<file path="config.mk">
export PLATFORM = sky130hd
export DESIGN_NAME = btn_conditioner
export DESIGN_NICKNAME = d
export VERILOG_FILES = /design/src/rtl/btn_conditioner.sv
export SDC_FILE = /design/constraint.sdc
export NUM_CORES = 1
export LEC_CHECK = 0
export CAP_MARGIN = 20
export CORE_UTILIZATION = 62
export DETAILED_ROUTE_END_ITERATION = 10
export GPL_TIMING_DRIVEN = 0
export PLACE_DENSITY = 0.81
export SKIP_CTS_REPAIR_TIMING = 1
export SLEW_MARGIN = 30
export SYNTH_ARGS = -nofsm -noshare
export SYNTH_HDL_FRONTEND = slang
export SYNTH_SLANG_ARGS = --single-unit
</file>
<file path="constraint.sdc">
create_clock -name clk -period 3.5 [get_ports clk]
set_clock_uncertainty 0.2 [all_clocks]
set_input_delay 0.35 -clock clk [delete_from_list [all_inputs] [get_ports clk]]
set_output_delay 0.35 -clock clk [all_outputs]
set_load 0.1 [all_outputs]
</file>
<file path="src/rtl/btn_conditioner.sv">
// Pushbutton conditioner: 2-flop synchroniser, shared ms tick, and per-channel debounce FSM
// producing clean level, press, release and long-hold pulses.
module btn_conditioner #(
    parameter int NUM_BTN        = 6,
    parameter int TICK_DIV       = 50000,
    parameter int DEBOUNCE_TICKS = 20,
    parameter int HOLD_TICKS     = 5000,
    parameter bit ACTIVE_LOW     = 1'b1
) (
    input  logic               clk,
    input  logic               reset,
    input  logic [NUM_BTN-1:0] btn_raw,
    output logic [NUM_BTN-1:0] btn_level,
    output logic [NUM_BTN-1:0] btn_press,
    output logic [NUM_BTN-1:0] btn_release,
    output logic [NUM_BTN-1:0] btn_hold,
    output logic               tick
);

    localparam int TW = (TICK_DIV > 1) ? $clog2(TICK_DIV) : 1;
    localparam int DW = (DEBOUNCE_TICKS > 0) ? $clog2(DEBOUNCE_TICKS + 1) : 1;
    localparam int HW = $clog2(HOLD_TICKS + 1);
    localparam logic [NUM_BTN-1:0] RAW_IDLE = {NUM_BTN{ACTIVE_LOW}};

    typedef enum logic [1:0] {
        StReleased,
        StDebPress,
        StPressed,
        StDebRelease
    } state_e;

    logic [TW-1:0]      r_tick_cnt;
    logic               w_tick;
    logic [NUM_BTN-1:0] r_sync1, r_sync2;
    logic [NUM_BTN-1:0] w_s;

    state_e             r_state    [NUM_BTN];
    state_e             w_state_d  [NUM_BTN];
    logic [DW-1:0]      r_deb_cnt  [NUM_BTN];
    logic [DW-1:0]      w_deb_cnt_d[NUM_BTN];
    logic [DW-1:0]      w_deb_inc  [NUM_BTN];
    logic [HW-1:0]      r_hold_cnt [NUM_BTN];
    logic [HW-1:0]      w_hold_cnt_d[NUM_BTN];
    logic [HW-1:0]      w_hold_inc [NUM_BTN];
    logic [NUM_BTN-1:0] r_hold_done, w_hold_done_d;
    logic [NUM_BTN-1:0] r_level, w_level_d;
    logic [NUM_BTN-1:0] r_press, w_press_d;
    logic [NUM_BTN-1:0] r_release, w_release_d;
    logic [NUM_BTN-1:0] r_hold, w_hold_d;

    assign w_tick = (r_tick_cnt == TW'(TICK_DIV - 1));
    assign w_s    = ACTIVE_LOW ? ~r_sync2 : r_sync2;

    always_ff @(posedge clk) begin
        if (reset) begin
            r_tick_cnt <= '0;
            r_sync1    <= RAW_IDLE;
            r_sync2    <= RAW_IDLE;
        end else begin
            r_tick_cnt <= w_tick ? '0 : r_tick_cnt + TW'(1);
            r_sync1    <= btn_raw;
            r_sync2    <= r_sync1;
        end
    end

    // An s change always takes priority over a coincident tick, so that tick is lost.
    always_comb begin
        w_hold_done_d = r_hold_done;
        w_level_d     = r_level;
        w_press_d     = '0;
        w_release_d   = '0;
        w_hold_d      = '0;
        for (int i = 0; i < NUM_BTN; i++) begin
            w_state_d[i]    = r_state[i];
            w_deb_cnt_d[i]  = r_deb_cnt[i];
            w_hold_cnt_d[i] = r_hold_cnt[i];
            w_deb_inc[i]    = r_deb_cnt[i] + DW'(1);
            w_hold_inc[i]   = r_hold_cnt[i] + HW'(1);
            case (r_state[i])
                StReleased: begin
                    if (w_s[i]) begin
                        w_state_d[i]   = StDebPress;
                        w_deb_cnt_d[i] = '0;
                    end
                end
                StDebPress: begin
                    if (!w_s[i]) begin
                        w_state_d[i] = StReleased;
                    end else if (w_tick) begin
                        w_deb_cnt_d[i] = w_deb_inc[i];
                        if (w_deb_inc[i] == DW'(DEBOUNCE_TICKS)) begin
                            w_state_d[i]     = StPressed;
                            w_level_d[i]     = 1'b1;
                            w_press_d[i]     = 1'b1;
                            w_hold_cnt_d[i]  = '0;
                            w_hold_done_d[i] = 1'b0;
                        end
                    end
                end
                StPressed: begin
                    if (!w_s[i]) begin
                        w_state_d[i]   = StDebRelease;
                        w_deb_cnt_d[i] = '0;
                    end else if (w_tick && !r_hold_done[i]) begin
                        w_hold_cnt_d[i] = w_hold_inc[i];
                        if (w_hold_inc[i] == HW'(HOLD_TICKS)) begin
                            w_hold_d[i]      = 1'b1;
                            w_hold_done_d[i] = 1'b1;
                        end
                    end
                end
                StDebRelease: begin
                    if (w_s[i]) begin
                        w_state_d[i] = StPressed;
                    end else if (w_tick) begin
                        w_deb_cnt_d[i] = w_deb_inc[i];
                        if (w_deb_inc[i] == DW'(DEBOUNCE_TICKS)) begin
                            w_state_d[i]    = StReleased;
                            w_level_d[i]    = 1'b0;
                            w_release_d[i]  = 1'b1;
                            w_hold_cnt_d[i] = '0;
                        end else if (!r_hold_done[i]) begin
                            // Hold timer keeps running through a release glitch.
                            w_hold_cnt_d[i] = w_hold_inc[i];
                            if (w_hold_inc[i] == HW'(HOLD_TICKS)) begin
                                w_hold_d[i]      = 1'b1;
                                w_hold_done_d[i] = 1'b1;
                            end
                        end
                    end
                end
                default: w_state_d[i] = StReleased;
            endcase
        end
    end

    always_ff @(posedge clk) begin
        if (reset) begin
            for (int i = 0; i < NUM_BTN; i++) begin
                r_state[i]    <= StReleased;
                r_deb_cnt[i]  <= '0;
                r_hold_cnt[i] <= '0;
            end
            r_hold_done <= '0;
            r_level     <= '0;
            r_press     <= '0;
            r_release   <= '0;
            r_hold      <= '0;
        end else begin
            for (int i = 0; i < NUM_BTN; i++) begin
                r_state[i]    <= w_state_d[i];
                r_deb_cnt[i]  <= w_deb_cnt_d[i];
                r_hold_cnt[i] <= w_hold_cnt_d[i];
            end
            r_hold_done <= w_hold_done_d;
            r_level     <= w_level_d;
            r_press     <= w_press_d;
            r_release   <= w_release_d;
            r_hold      <= w_hold_d;
        end
    end

    assign btn_level   = r_level;
    assign btn_press   = r_press;
    assign btn_release = r_release;
    assign btn_hold    = r_hold;
    assign tick        = w_tick;

endmodule

</file>
==> impl_metrics.ini <==
[floorplanning]
die_h_um = 128.0
start_util_pct = 64.07
coreArea_mm2 = 0.01537
io_pins = 33
die_x_um = 128.0
die-area_mm2 = 0.01639
row_count = 45

[min_path]
min_path_type = register to register

[worst_setup_path]
crit_arrival_ns = 2.82
worstPathMaxFanout = 10
r2r_slack_ns = 0.24
cp-endpoint = tick
critPathLaunchType = register
startpoint = r_tick_cnt[0]$_SDFF_PP0_
worstSetupPathType = register to primary output
worst_r2r_endpoint = r_hold_cnt[4][5]$_SDFFE_PP0P_
endpoint_kind = primary output
ff2ff_path_depth = 10
worstReg2RegStart = r_tick_cnt[0]$_SDFF_PP0_
worstPathRequired_ns = 2.95

[synth]
synthTopCellsByCount = dfxtp_1 (178), nor2_1 (137), a21oi_1 (112)
ys_ff_latch = 178
yosysWarnings = 0
synthDistinctLibCells = 78
netlist_area_mm2 = 0.009848
syn_area_per_cell_um2 = 7.923
syn_nets = 1281
yosysTopAreaCell = dfxtp_1
ys_seq_area_share_pct = 36.18
yosysMostFrequentCell = dfxtp_1
async_reset_ff_share_pct = 0
synth_edf_count = 0
yosysTopAreaCellShare_pct = 36.18
syn_inst = 1243
synth_area_leaders = dfxtp_1 (36%), a21oi_1 (5.7%), nor2_1 (5.2%), o21ai_0 (3.9%), ha_1 (3.8%)
ys.flop_type = dfxtp_1

[grt]
track_usage_pct = 31.87
grt_pass1_vias = 8550
grt-ovfl-total = 0
grt_start_max_net_pins = 18
grt_pass1_wl_um = 41960
antenna_found_initial = 0

[detailed_routing]
dr_wl_met2_um = 11780
dr_wl_met3_um = 1900
via_count = 9720
first_iter_violations = 1324
viasPerCell = 6.403
wl_per_cell_um = 16.95
dr.pass1.iters = 6
met1Wirelength_um = 11390
drc = 0
totalWireLength_um = 25730
highest_layer = met4
antenna_left = 0

[power]
p_total_uw = 4746
power.density_mw_per_mm2 = 427.7
ir_drop_v = 0.0003850
p_leak_uw = 0.003678

[final_layout]
diodes = 0
layout.nets = 1332
finalInstanceArea_mm2 = 0.01110
drive_above_1_share_pct = 5.585
areaGrowthSynthToFinish_pct = 12.68
fillers = 1250

[sta]
slew_headroom_pct = 34.55
max_freq_mhz = 296.5
worst_pin_slew_ns = 0.9787
setup_viol = 0
finalCriticalPeriod_ns = 3.373
hold_viol_final = 0
final.period_utilization_pct = 96.37
slew_violations = 0
worst_hold_slack_ns = 0.2400
rsz0062_at_grt = false

[clock_network]
cts_tree = built
htree_levels = 4
cts.path.max_buffers = 2
cts_sinks = 178
clockRootBuffer = clkbuf_16
numCtsBuffers = 17
clkTransAtPathRegs_ns = 0.07
clk_latency_ns = 0.44

[job]
maxCapViolCount = 0

[place]
io_buffers = 32
gp_congestion = 0.9096
dp_hpwl_um = 17360
dpl_cell_area_mm2 = 0.01043

[outcome]
status = complete, no violations
## cell families (layout without fill, tap and decap cells)
kind of cell,after synthesis,after routing,share of synthesized area [%]
muxes,11,11,1.118
buffers and inverters,108,172,4.205
AOI/OAI and AO/OA,349,349,22.70
adders and majority gates,30,30,3.811
DFF,178,178,36.18
and+or+nand+nor,523,523,28.06
xor gates and xnor gates,44,44,3.913
## cells in the final DEF (no fill, tap or decap), drive strengths merged, types with 6 or more instances in the layout
master	Yosys	final
inv	35	42
nand4b	7	7
a21o	13	13
dfxtp	178	178
a21boi	9	9
nor2	137	137
mux2i	11	11
nand3	57	57
a311oi	15	15
or2	18	18
xor2	17	17
o32ai	7	7
buf	8	9
nand4bb	7	7
o22ai	6	6
o41ai	7	7
nor4b	8	8
clkdlybuf4s50	0	31
and3	20	20
or3	26	26
or3b	6	6
clkbuf	63	80
o31ai	7	7
and2	10	10
nand2b	9	9
nand4	23	23
nand3b	7	7
nor4	12	12
ha	30	30
o21ai	77	77
a211oi	13	13
or4	13	13
a41oi	6	6
a31oi	22	22
nand2	92	92
xnor2	27	27
nor2b	9	9
nor3	43	43
a21oi	112	112
## registers in the layout, indices dropped and copies added (netlist names), named ones only
register,cells
r_sync2,6
btn_release,6
r_hold_cnt,78
r_state,6
btn_level,6
r_hold_done,6
r_tick_cnt,16
btn_press,6
r_deb_cnt,30
r_sync1,6
btn_hold,6
## per-stage QoR
stage          TNS (ns)  util, %  setup WS, ns  std cells
6_report              0    72.19        0.1270       1518
5_1_grt               0    72.19       0.05186       1518
4_1_cts         -0.7711    72.06       -0.7711       1518
3_5_place_dp    -0.2999    67.87       -0.2999       1486
3_3_place_gp    -0.2812    67.87       -0.2812       1486
2_1_floorplan         0        -        0.6211       1243
## worst min path at each step
stage                                      from                    end  slack [ns]  cells past startpoint
after floorplan           r_sync1[0]$_SDFF_PP1_  r_sync2[0]$_SDFF_PP1_        0.19                      1
after global placement    r_sync1[4]$_SDFF_PP1_  r_sync2[4]$_SDFF_PP1_        0.19                      1
after detailed placement  r_sync1[4]$_SDFF_PP1_  r_sync2[4]$_SDFF_PP1_        0.20                      1
after CTS                 r_sync1[2]$_SDFF_PP1_  r_sync2[2]$_SDFF_PP1_        0.23                      1
after global routing      r_sync1[2]$_SDFF_PP1_  r_sync2[2]$_SDFF_PP1_        0.24                      1
final                     r_sync1[2]$_SDFF_PP1_  r_sync2[2]$_SDFF_PP1_        0.24                      1
## area by class of cell
cell class                      count  area, um^2  area share, %
Clock inverter                     15       219.0          1.973
Multi-Input combinational cell    957        5893          53.11
Sequential cell                   178        3563          32.11
Timing Repair Buffer               32       317.8          2.864
Buffer                             71       275.3          2.481
Clock buffer                       17       425.4          3.834
Inverter                           37       138.9          1.252
Tap cell                          211       264.0          2.379
## power breakdown
| group | internal, uW | switching [uW] | total [uW] |
|---|---|---|---|
| Clock | 1220 | 892 | 2110 |
| Combinational | 177 | 365 | 543 |
| Sequential | 2060 | 33.9 | 2090 |
## critical path, cell delays in order, from the launching register on
cell and delay, ns:
dfxtp_1 0.37, ha_1 0.22, and3_1 0.16, clkbuf_1 0.28, nand4_4 0.29, inv_2 0.18
buf_4 0.20, buf_2 0.31, buf_4 0.36
## per-layer routing
metal / up-vias / GRT usage (%)
met1: 4565 / 43.52
li1: 4691 / -
met2: 409 / 50.00
met4: 0 / 13.22
met3: 55 / 5.259
met5: - / 0
Power figures use the tool's default switching activity.
